`src/rtl/ss_decode_pkg.sv`:
```
// ss_decode_pkg
//   Shared definitions for the seven-segment scan decoder:
//   - active-low gfedcba segment patterns for digits 0-9 and blank
//   - digit slot indices (anode bit positions)
//   - scan FSM state encoding
//   - small helpers that classify the anode bus
package ss_decode_pkg;

   // Active-low gfedcba cathode patterns (bit0 = a ... bit6 = g).
   localparam logic [6:0] SEG_0     = 7'h40;
   localparam logic [6:0] SEG_1     = 7'h79;
   localparam logic [6:0] SEG_2     = 7'h24;
   localparam logic [6:0] SEG_3     = 7'h30;
   localparam logic [6:0] SEG_4     = 7'h19;
   localparam logic [6:0] SEG_5     = 7'h12;
   localparam logic [6:0] SEG_6     = 7'h02;
   localparam logic [6:0] SEG_7     = 7'h78;
   localparam logic [6:0] SEG_8     = 7'h00;
   localparam logic [6:0] SEG_9     = 7'h10;
   localparam logic [6:0] SEG_BLANK = 7'h7F;

   // Digit slots, equal to the anode bit that selects them.
   localparam logic [1:0] MINS1  = 2'd0;
   localparam logic [1:0] MINS2  = 2'd1;
   localparam logic [1:0] HOURS1 = 2'd2;
   localparam logic [1:0] HOURS2 = 2'd3;

   typedef enum logic [1:0] {
      WAIT,
      SETTLE,
      CAPTURE,
      HELD
   } state_t;

   // One synchronised observation of the display bus.
   typedef struct packed {
      logic [3:0] anode;
      logic [6:0] seg;
   } sample_t;

   // A sample addresses a digit when exactly one of the four used anodes is
   // driven low and the unused anodes are idle high.
   function automatic logic is_addressed(input logic [7:0] anodes);
      logic [3:0] en;
      en = ~anodes[3:0];
      return (anodes[7:4] == 4'hF) && (en != 4'b0000) &&
             ((en & (en - 4'b0001)) == 4'b0000);
   endfunction

   // Slot index of the single low anode; only meaningful when addressed.
   function automatic logic [1:0] anode_index(input logic [3:0] anodes);
      case (anodes)
         4'b1110: return MINS1;
         4'b1101: return MINS2;
         4'b1011: return HOURS1;
         4'b0111: return HOURS2;
         default: return MINS1;
      endcase
   endfunction

endpackage

```
`src/rtl/seg_to_bcd.sv`:
```
// seg_to_bcd
//   Combinational lookup from an active-low gfedcba segment pattern to BCD.
//   Ports:
//     seg    in  7  cathode pattern, active-low, bit0 = a ... bit6 = g
//     valid  out 1  pattern is one of the ten digit glyphs
//     blank  out 1  pattern is all segments off (PWM dimming / dark)
//     digit  out 4  decoded BCD value, 0 when not valid
module seg_to_bcd
   import ss_decode_pkg::*;
(
   input  logic [6:0] seg,
   output logic       valid,
   output logic       blank,
   output logic [3:0] digit
);

   // NOTE: every output gets a default before the case so no path can leave
   // one unassigned and infer a latch.
   always_comb begin
      valid = 1'b1;
      blank = 1'b0;
      digit = 4'd0;
      case (seg)
         SEG_0:     digit = 4'd0;
         SEG_1:     digit = 4'd1;
         SEG_2:     digit = 4'd2;
         SEG_3:     digit = 4'd3;
         SEG_4:     digit = 4'd4;
         SEG_5:     digit = 4'd5;
         SEG_6:     digit = 4'd6;
         SEG_7:     digit = 4'd7;
         SEG_8:     digit = 4'd8;
         SEG_9:     digit = 4'd9;
         SEG_BLANK: begin
            valid = 1'b0;
            blank = 1'b1;
         end
         default:   valid = 1'b0;
      endcase
   end

endmodule

```
`src/rtl/ss_scan_decoder.sv`:
```
// ss_scan_decoder
//   Loopback receiver for the multiplexed seven-segment display bus. It
//   synchronises the anode and cathode buses, waits for each addressed digit
//   to hold steady for SETTLE_CYCLES samples, decodes it into a shadow
//   register and publishes all four digits together once every slot has been
//   captured since the previous publish.
//   Optional feature: define SS_DECODE_RANGE_CHECK_EN to publish only frames
//   that form a legal 24-hour time (mins2 <= 5, hours <= 23); rejected frames
//   set bad_pattern instead.
//   Ports:
//     CLK100MHZ       in  1  system clock
//     Reset           in  1  asynchronous, active-high reset
//     SegmentDrivers  in  8  anode enables, active-low (bit0 mins1 .. bit3 hours2)
//     SevenSegment    in  8  cathodes, active-low (bit0 a .. bit6 g, bit7 DP ignored)
//     hours2..mins1   out 4  last published BCD digits
//     frame_valid     out 1  one-cycle pulse when the digit outputs update
//     bad_pattern     out 1  sticky undecodable-pattern / rejected-frame flag
//     stale           out 1  no frame published for FRAME_TIMEOUT cycles
module ss_scan_decoder
   import ss_decode_pkg::*;
#(
   parameter int unsigned SETTLE_CYCLES = 4,
   parameter int unsigned FRAME_TIMEOUT = 2000000
) (
   input  logic       CLK100MHZ,
   input  logic       Reset,
   input  logic [7:0] SegmentDrivers,
   input  logic [7:0] SevenSegment,
   output logic [3:0] hours2,
   output logic [3:0] hours1,
   output logic [3:0] mins2,
   output logic [3:0] mins1,
   output logic       frame_valid,
   output logic       bad_pattern,
   output logic       stale
);

   localparam int unsigned CNT_W = $clog2(SETTLE_CYCLES + 1);
   localparam int unsigned TO_W  = $clog2(FRAME_TIMEOUT + 1);

   // ---------------------------------------------------------------------
   // Input synchronisers; idle state is all-ones (display dark).
   // ---------------------------------------------------------------------
   logic [7:0] an_meta, an_sync;
   logic [6:0] seg_meta, seg_sync;
   logic       dp_unused;

   assign dp_unused = SevenSegment[7];

   // NOTE: sequential state uses non-blocking assignments so every flop
   // samples the pre-edge value of its source.
   always_ff @(posedge CLK100MHZ or posedge Reset) begin
      if (Reset) begin
         an_meta  <= '1;
         an_sync  <= '1;
         seg_meta <= '1;
         seg_sync <= '1;
      end else begin
         an_meta  <= SegmentDrivers;
         an_sync  <= an_meta;
         seg_meta <= SevenSegment[6:0];
         seg_sync <= seg_meta;
      end
   end

   sample_t cur;
   logic    addressed;

   assign cur       = '{anode: an_sync[3:0], seg: seg_sync};
   assign addressed = is_addressed(an_sync);

   // ---------------------------------------------------------------------
   // Scan FSM: debounce one addressed digit at a time.
   // held_sample keeps the value being captured so a change during the
   // CAPTURE cycle is still seen as a change once HELD.
   // ---------------------------------------------------------------------
   state_t             state, state_next;
   logic [CNT_W-1:0]   settle_cnt, settle_cnt_next;
   sample_t            prev_sample, held_sample, held_next;

   always_ff @(posedge CLK100MHZ or posedge Reset) begin
      if (Reset) begin
         state       <= WAIT;
         settle_cnt  <= '0;
         prev_sample <= '1;
         held_sample <= '1;
      end else begin
         state       <= state_next;
         settle_cnt  <= settle_cnt_next;
         prev_sample <= cur;
         held_sample <= held_next;
      end
   end

   always_comb begin
      state_next      = state;
      settle_cnt_next = settle_cnt;
      held_next       = held_sample;
      case (state)
         WAIT: begin
            if (addressed) begin
               // A single-sample settle requirement is met on entry.
               if (SETTLE_CYCLES <= 1) begin
                  state_next = CAPTURE;
                  held_next  = cur;
               end else begin
                  state_next      = SETTLE;
                  settle_cnt_next = CNT_W'(1);
               end
            end
         end
         SETTLE: begin
            if (!addressed) begin
               state_next = WAIT;
            end else if (cur == prev_sample) begin
               if ((settle_cnt + CNT_W'(1)) == CNT_W'(SETTLE_CYCLES)) begin
                  state_next = CAPTURE;
                  held_next  = cur;
               end else begin
                  settle_cnt_next = settle_cnt + CNT_W'(1);
               end
            end else if (SETTLE_CYCLES <= 1) begin
               state_next = CAPTURE;
               held_next  = cur;
            end else begin
               settle_cnt_next = CNT_W'(1);
            end
         end
         CAPTURE: begin
            state_next = HELD;
         end
         HELD: begin
            if (cur != held_sample) begin
               if (!addressed) begin
                  state_next = WAIT;
               end else if (SETTLE_CYCLES <= 1) begin
                  state_next = CAPTURE;
                  held_next  = cur;
               end else begin
                  state_next      = SETTLE;
                  settle_cnt_next = CNT_W'(1);
               end
            end
         end
         default: state_next = WAIT;
      endcase
   end

   // ---------------------------------------------------------------------
   // Decode, shadow registers, frame assembly.
   // ---------------------------------------------------------------------
   logic       dec_valid, dec_blank;
   logic [3:0] dec_digit;
   logic [1:0] cap_idx;
   logic       capture;

   seg_to_bcd u_seg_to_bcd (
      .seg   (held_sample.seg),
      .valid (dec_valid),
      .blank (dec_blank),
      .digit (dec_digit)
   );

   assign capture = (state == CAPTURE);
   assign cap_idx = anode_index(held_sample.anode);

   logic [3:0]      shadow [4];
   logic [3:0]      seen;
   logic [TO_W-1:0] to_cnt;
   logic            frame_complete, publish, reject;

   assign frame_complete = (seen == 4'hF);

`ifdef SS_DECODE_RANGE_CHECK_EN
   logic range_ok;
   assign range_ok = (shadow[MINS2] <= 4'd5) && (shadow[HOURS2] <= 4'd2) &&
                     !((shadow[HOURS2] == 4'd2) && (shadow[HOURS1] > 4'd3));
   assign publish  = frame_complete & range_ok;
   assign reject   = frame_complete & ~range_ok;
`else
   assign publish  = frame_complete;
   assign reject   = 1'b0;
`endif

   // NOTE: the four-entry shadow array is reset along with the flags, so a
   // reset mid-frame can never leak a partial digit into a later publish.
   always_ff @(posedge CLK100MHZ or posedge Reset) begin
      if (Reset) begin
         for (int i = 0; i < 4; i++) shadow[i] <= 4'd0;
         seen        <= 4'h0;
         to_cnt      <= '0;
         hours2      <= 4'd0;
         hours1      <= 4'd0;
         mins2       <= 4'd0;
         mins1       <= 4'd0;
         frame_valid <= 1'b0;
         bad_pattern <= 1'b0;
      end else begin
         frame_valid <= publish;

         // Completed frames always retire the mask, published or rejected.
         if (frame_complete) seen <= 4'h0;

         if (capture && dec_valid) begin
            shadow[cap_idx] <= dec_digit;
            seen[cap_idx]   <= 1'b1;
         end

         if ((capture && !dec_valid && !dec_blank) || reject) bad_pattern <= 1'b1;

         if (publish) begin
            hours2 <= shadow[HOURS2];
            hours1 <= shadow[HOURS1];
            mins2  <= shadow[MINS2];
            mins1  <= shadow[MINS1];
            to_cnt <= '0;
         end else if (to_cnt != TO_W'(FRAME_TIMEOUT)) begin
            to_cnt <= to_cnt + TO_W'(1);
         end
      end
   end

   assign stale = (to_cnt == TO_W'(FRAME_TIMEOUT));

endmodule
```
`config.mk`:
```
export PLATFORM = sky130hd
export DESIGN_NAME = ss_scan_decoder
export DESIGN_NICKNAME = d
export VERILOG_FILES = /design/src/rtl/ss_decode_pkg.sv /design/src/rtl/seg_to_bcd.sv /design/src/rtl/ss_scan_decoder.sv
export SDC_FILE = /design/constraint.sdc
export NUM_CORES = 1
export LEC_CHECK = 0
export CAP_MARGIN = 20
export CORE_MARGIN = 2
export CORE_UTILIZATION = 23
export CTS_BUF_LIST = sky130_fd_sc_hd__clkbuf_16
export DETAILED_ROUTE_END_ITERATION = 7
export GPL_ROUTABILITY_DRIVEN = 0
export SKIP_LAST_GASP = 1
export SYNTH_ARGS = -nofsm -noshare
export SYNTH_HDL_FRONTEND = slang
export SYNTH_HIERARCHICAL = 1
export SYNTH_SLANG_ARGS = --single-unit
```
`constraint.sdc`:
```
create_clock -name CLK100MHZ -period 7.97 [get_ports CLK100MHZ]
set_input_delay 1.594 -clock CLK100MHZ [delete_from_list [all_inputs] [get_ports CLK100MHZ]]
set_output_delay 1.594 -clock CLK100MHZ [all_outputs]
set_load 0.01 [all_outputs]
```
======== Word-level counts from Yosys, hierarchy flattened ========
Index checks and enable logic that the tools add are counted.
word-level totals
  ROM bits ................................ 0
  bits in latches ......................... 0
  bits in registers ....................... 116
  RAM bits ................................ 0
  word-level logic and storage cells ...... 107
  memories kept ........................... 0
  output and inout bits ................... 19
  input bits .............................. 18
operators by class
  mux-type cells .......................... 26
  shift-type cells ........................ 0
  div/mod/pow operators ................... 0
  order comparisons ....................... 4
  multiply operators ...................... 0
  bitwise logic cells ..................... 4
  reductions and logical operators ........ 19
  $add $sub $neg .......................... 3
  eq/ne operators ......................... 29
operators by type and width
  kind                     number
  $mux W21                 2
  $pmux W4 S9              1
  $eq A7 B7 Y1 const B     4
  $add A21 B1 Y21 const B  1
  $eq A21 B21 Y1 const B   1
  $eq A7 B5 Y1 const B     3
  $ne A21 B21 Y1 const B   1
  $bwmux W16               1
  $eq A4 B4 Y1 const B     4
  $mux W3                  5
  $eq A7 B6 Y1 const B     2
  $mux W4                  3
  $reduce_and A4 Y1        3
  $eq A11 B11 Y1           1
  $ne A11 B11 Y1           1
  $mux W2                  5
  $reduce_or A10 Y1        1
  $ne A3 B3 Y1 const B     3
  $pmux W3 S3              1
  $demux W4 S2             1
  $pmux W2 S4              1
  $eq A7 B2 Y1 const B     1
  $logic_and A1 B1 Y1      7
  $logic_not A7 Y1         1
  other kinds (24)         31

======== Depth between registers and ports, before layout ========
  depth in word-level cells ............... 8
  depth in mapped cells ................... 9
  mapped depth without buffers ............ 8

======== Cells and area by module ========
Netlist, hierarchy kept.
by module, submodules not included
  module           instances  seq. area each (um^2)  area each (um^2)  cells an instance
  ss_scan_decoder  1          2,967.8                4,704.5           373
  seg_to_bcd       1          0.0                    172.7             27

======== Worst setup path before layout ========
OpenSTA, ideal clock, no wires.
  path type ............................... register to output
  start point ............................. register to_cnt[2]
  end point ............................... output port stale
  path slack .............................. 4,956 ps
  stages on the path, launching flop included .. 3
  arrival ................................. 1,420 ps
  required time ........................... 6,376 ps
  buffers on the path ..................... 0
  path through ............................ dfrtp_1 or4b_1 nor4_1
on the way
  longest elaborated chain between the ends .. 1
RTL lines
  item                    RTL line                source
  from (decl)             ss_scan_decoder.sv:169  logic [TO_W-1:0] to_cnt;
  from (signal assigned)  ss_scan_decoder.sv:218  to_cnt <= to_cnt + TO_W'(1);
  $eq A21 B21 Y1          ss_scan_decoder.sv:223  assign stale = (to_cnt == TO_W'(FRAME_TIMEOUT));
  to (decl)               ss_scan_decoder.sv:35   output logic stale
No other way between the ends.

======== Worst setup path after layout ========
Same ends and word-level chain as after synthesis.

==> results.ini <==
[status]
outcome = completed

[worst_setup_path]
reg2reg_from = held_sample[1]$_DFFE_PP1P_
arrival_ns = 2.41
reg2reg_depth = 7
critPathMaxFanout = 7
worst-endpoint-required_ns = 6.38
reg2reg_to = shadow[3]$_DFFE_PP0P_
rrSetupSlack_ns = 5.07
critical_path_class = register to output pin
cp-start-kind = register
critPathCaptureType = output pin

[clock_tree]
cts_tree = done
cts_resized = 0
cts-root-buf = clkbuf_16
clkLatencyLatePin_ns = 0.41
clk_path_buf_depth = 2
path_clk_slew_ns = 0.05
hold_buffers = 0
htreeDepth = 4
clock-sinks = 116
cts-buffers-inserted = 17
postCtsSetupBuffers = 0

[global_route]
grt-ovfl-total = 0
grt_pass1_vias = 3146
grt_max_degree = 67
grt_usage_pct = 8.85
antenna_found_initial = 0
grt_pass1_wl_um = 15400

[sta]
fin_setup_tns_ns = 0
post-route-period-util_pct = 50.2
fin_skew_ns = 0.00559
min_period_ns = 4.00
worst_slew_pin_slew_ns = 1.01
rsz0062_at_grt = false
fmax_mhz = 250
hold_violations = 0
maxSlewViolCount = 0
setup_viol = 0
slew_headroom_pct = 32.0
setup_ws_ns = 3.97

[detailed_routing]
first_iter_violations = 149
num_vias = 3006
drc_errors = 0
routed_wl_um = 9050
ant_nets = 0
wl_per_cell_um = 12.4
dr.pass1.iters = 4
via_per_inst = 4.11

[logic_synthesis]
synth_fp_nets = 422
syn_inst = 400
synth_warnings = 6
synth_area_sq_um = 4880
synth-seq-cells = 116
synth_area_leader_cell = dfrtp_1
synth_top_area_share_pct = 32.8
ys.flop_type = dfrtp_1
syn_area_per_cell_sq_um = 12.2
synth-edff-count = 0
seq_area_frac_synth_pct = 60.9
netlist_top_cells_area = dfrtp_1, dfstp_2, nand2_1
async_reset_ff_share_pct = 100
yosysUniqueCellTypes = 45

[pwr]
switching_share_pct = 21.6
fin_total_pwr_mw = 1.39
ir_drop_uv = 166
p_sw_uw = 300
power_density_nw_per_um2 = 227
comb_power_share_pct = 2.9
internal_power_mw = 1.09
p_seq_share_pct = 44.9
clkPwrFrac_pct = 52.1
p_leak_nw = 2.65

[hold_path]
worstHoldStart = seg_meta[3]$_DFF_PP1_
hold_end = seg_sync[3]$_DFF_PP1_
hp-class = register to register
holdPathStages = 0

[floorplanning]
fp.dieH_um = 150
start_util_pct = 23.3
fp.dieArea_sq_um = 22400
rows = 53
core_area_sq_um = 20900
die_width_um = 150
io_pins = 37

[cells_and_area]
antenna_cells = 0
area_growth_pct = 25.4
final_common_cell = nand2_1
nets = 466
final_cells = 732
final_cell_mix = nand2_1, dfrtp_1, dfstp_2
layout-drive-gt1-share_pct = 26.9

[place]
placedCellCount = 699
hpwl_um = 6200
dp_slack_ns = 4.40
portBuffers = 35

[job]
drv_cap = 0

[layout make-up]
cell class,count,area [sq um]
Clock buffer,19,475
Clock inverter,13,105
Fill cell,2113,14800
Inverter,11,43.8
Multi-Input combinational cell,261,1790
Sequential cell,116,2970
Tap cell,275,344
Timing Repair Buffer,37,385
[kinds of logic after synthesis]
family	after synthesis	synth area share [%]
buffers and inverters	23	2.39
xor gates and xnor gates	41	7.36
adders and majority gates	4	1.03
and+or+nand+nor	164	18.0
DFF	116	60.9
muxes	29	7.34
AOI/OAI and AO/OA	23	3.08
[metrics by stage]
step,utilization (%),cell area (sq um),hold slack (ns)
after CTS,29.1,6090,0.354
after global routing,29.3,6110,0.359
after detailed placement,26.4,5510,0.347
after floorplan,-,4880,0.345
final,29.3,6110,0.354
after global placement,26.4,5510,0.347
[synth_stat cells (2+ instances only)]
library cell,n
xor2_1,30
nand2_1,71
buf_1,2
nor2b_1,3
mux2_2,18
and4_1,3
nand4_1,5
nor4b_1,3
dfrtp_1,64
nor2_1,27
mux2i_1,2
clkbuf_1,6
mux2_4,9
nor4_4,5
dfstp_2,52
or3_1,2
nand3b_1,2
o21ai_0,4
ha_1,4
nand3_1,13
nor4_1,10
xnor2_1,11
buf_6,2
nor3_1,8
or4b_1,2
inv_1,11
nand4b_1,4
a21o_1,3
a21oi_1,7
a22o_1,2
[sequential cells by signal (all words and copies together), names as in the netlist, 4 cells and up, named ones only]
register / flops
hours2: 4
seg_sync: 7
an_meta: 8
prev_sample: 11
held_sample: 11
hours1: 4
an_sync: 8
seen: 4
mins1: 4
mins2: 4
shadow: 16
to_cnt: 21
seg_meta: 7
[worst max-delay path, cell delays in order (launching register included)]
cell and delay, ns:
dfrtp_1 0.43, or4b_1 0.61, nor4_1 0.35, clkdlybuf4s50_1 0.61
[power by group through the flow]
stage | Combinational (mW) | Sequential [mW] | Clock [mW]
2_1_floorplan | 0.0289 | 0.630 | 0
3_3_place_gp | 0.0405 | 0.633 | 0
6_report | 0.0406 | 0.625 | 0.725
3_5_place_dp | 0.0419 | 0.634 | 0
5_1_grt | 0.0465 | 0.627 | 0.776
4_1_cts | 0.0421 | 0.625 | 0.747
[worst max-delay path by stage]
stage | from | end | slack (ns) | depth (start not counted)
floorplan | Reset | asynchronous set/reset pin | 3.39 | 1
finish | to_cnt[2]$_DFFE_PP0P_ | stale | 3.97 | 3
global route | to_cnt[2]$_DFFE_PP0P_ | stale | 3.84 | 3
global placement | to_cnt[2]$_DFFE_PP0P_ | stale | 4.34 | 3
CTS | to_cnt[2]$_DFFE_PP0P_ | stale | 3.92 | 3
detailed placement | to_cnt[2]$_DFFE_PP0P_ | stale | 4.40 | 3
[routing by layer]
metal,part of all wire (%),routed length (um),global-route usage (%),vias to the layer above
li1,-,-,-,1444
met1,46,4160,10.8,1484
met2,48,4360,14.0,59
met3,3.4,309,2.38,19
met4,2.4,216,5.24,0
met5,0,0,0,-
No activity file was read; power rests on OpenSTA's default activity.
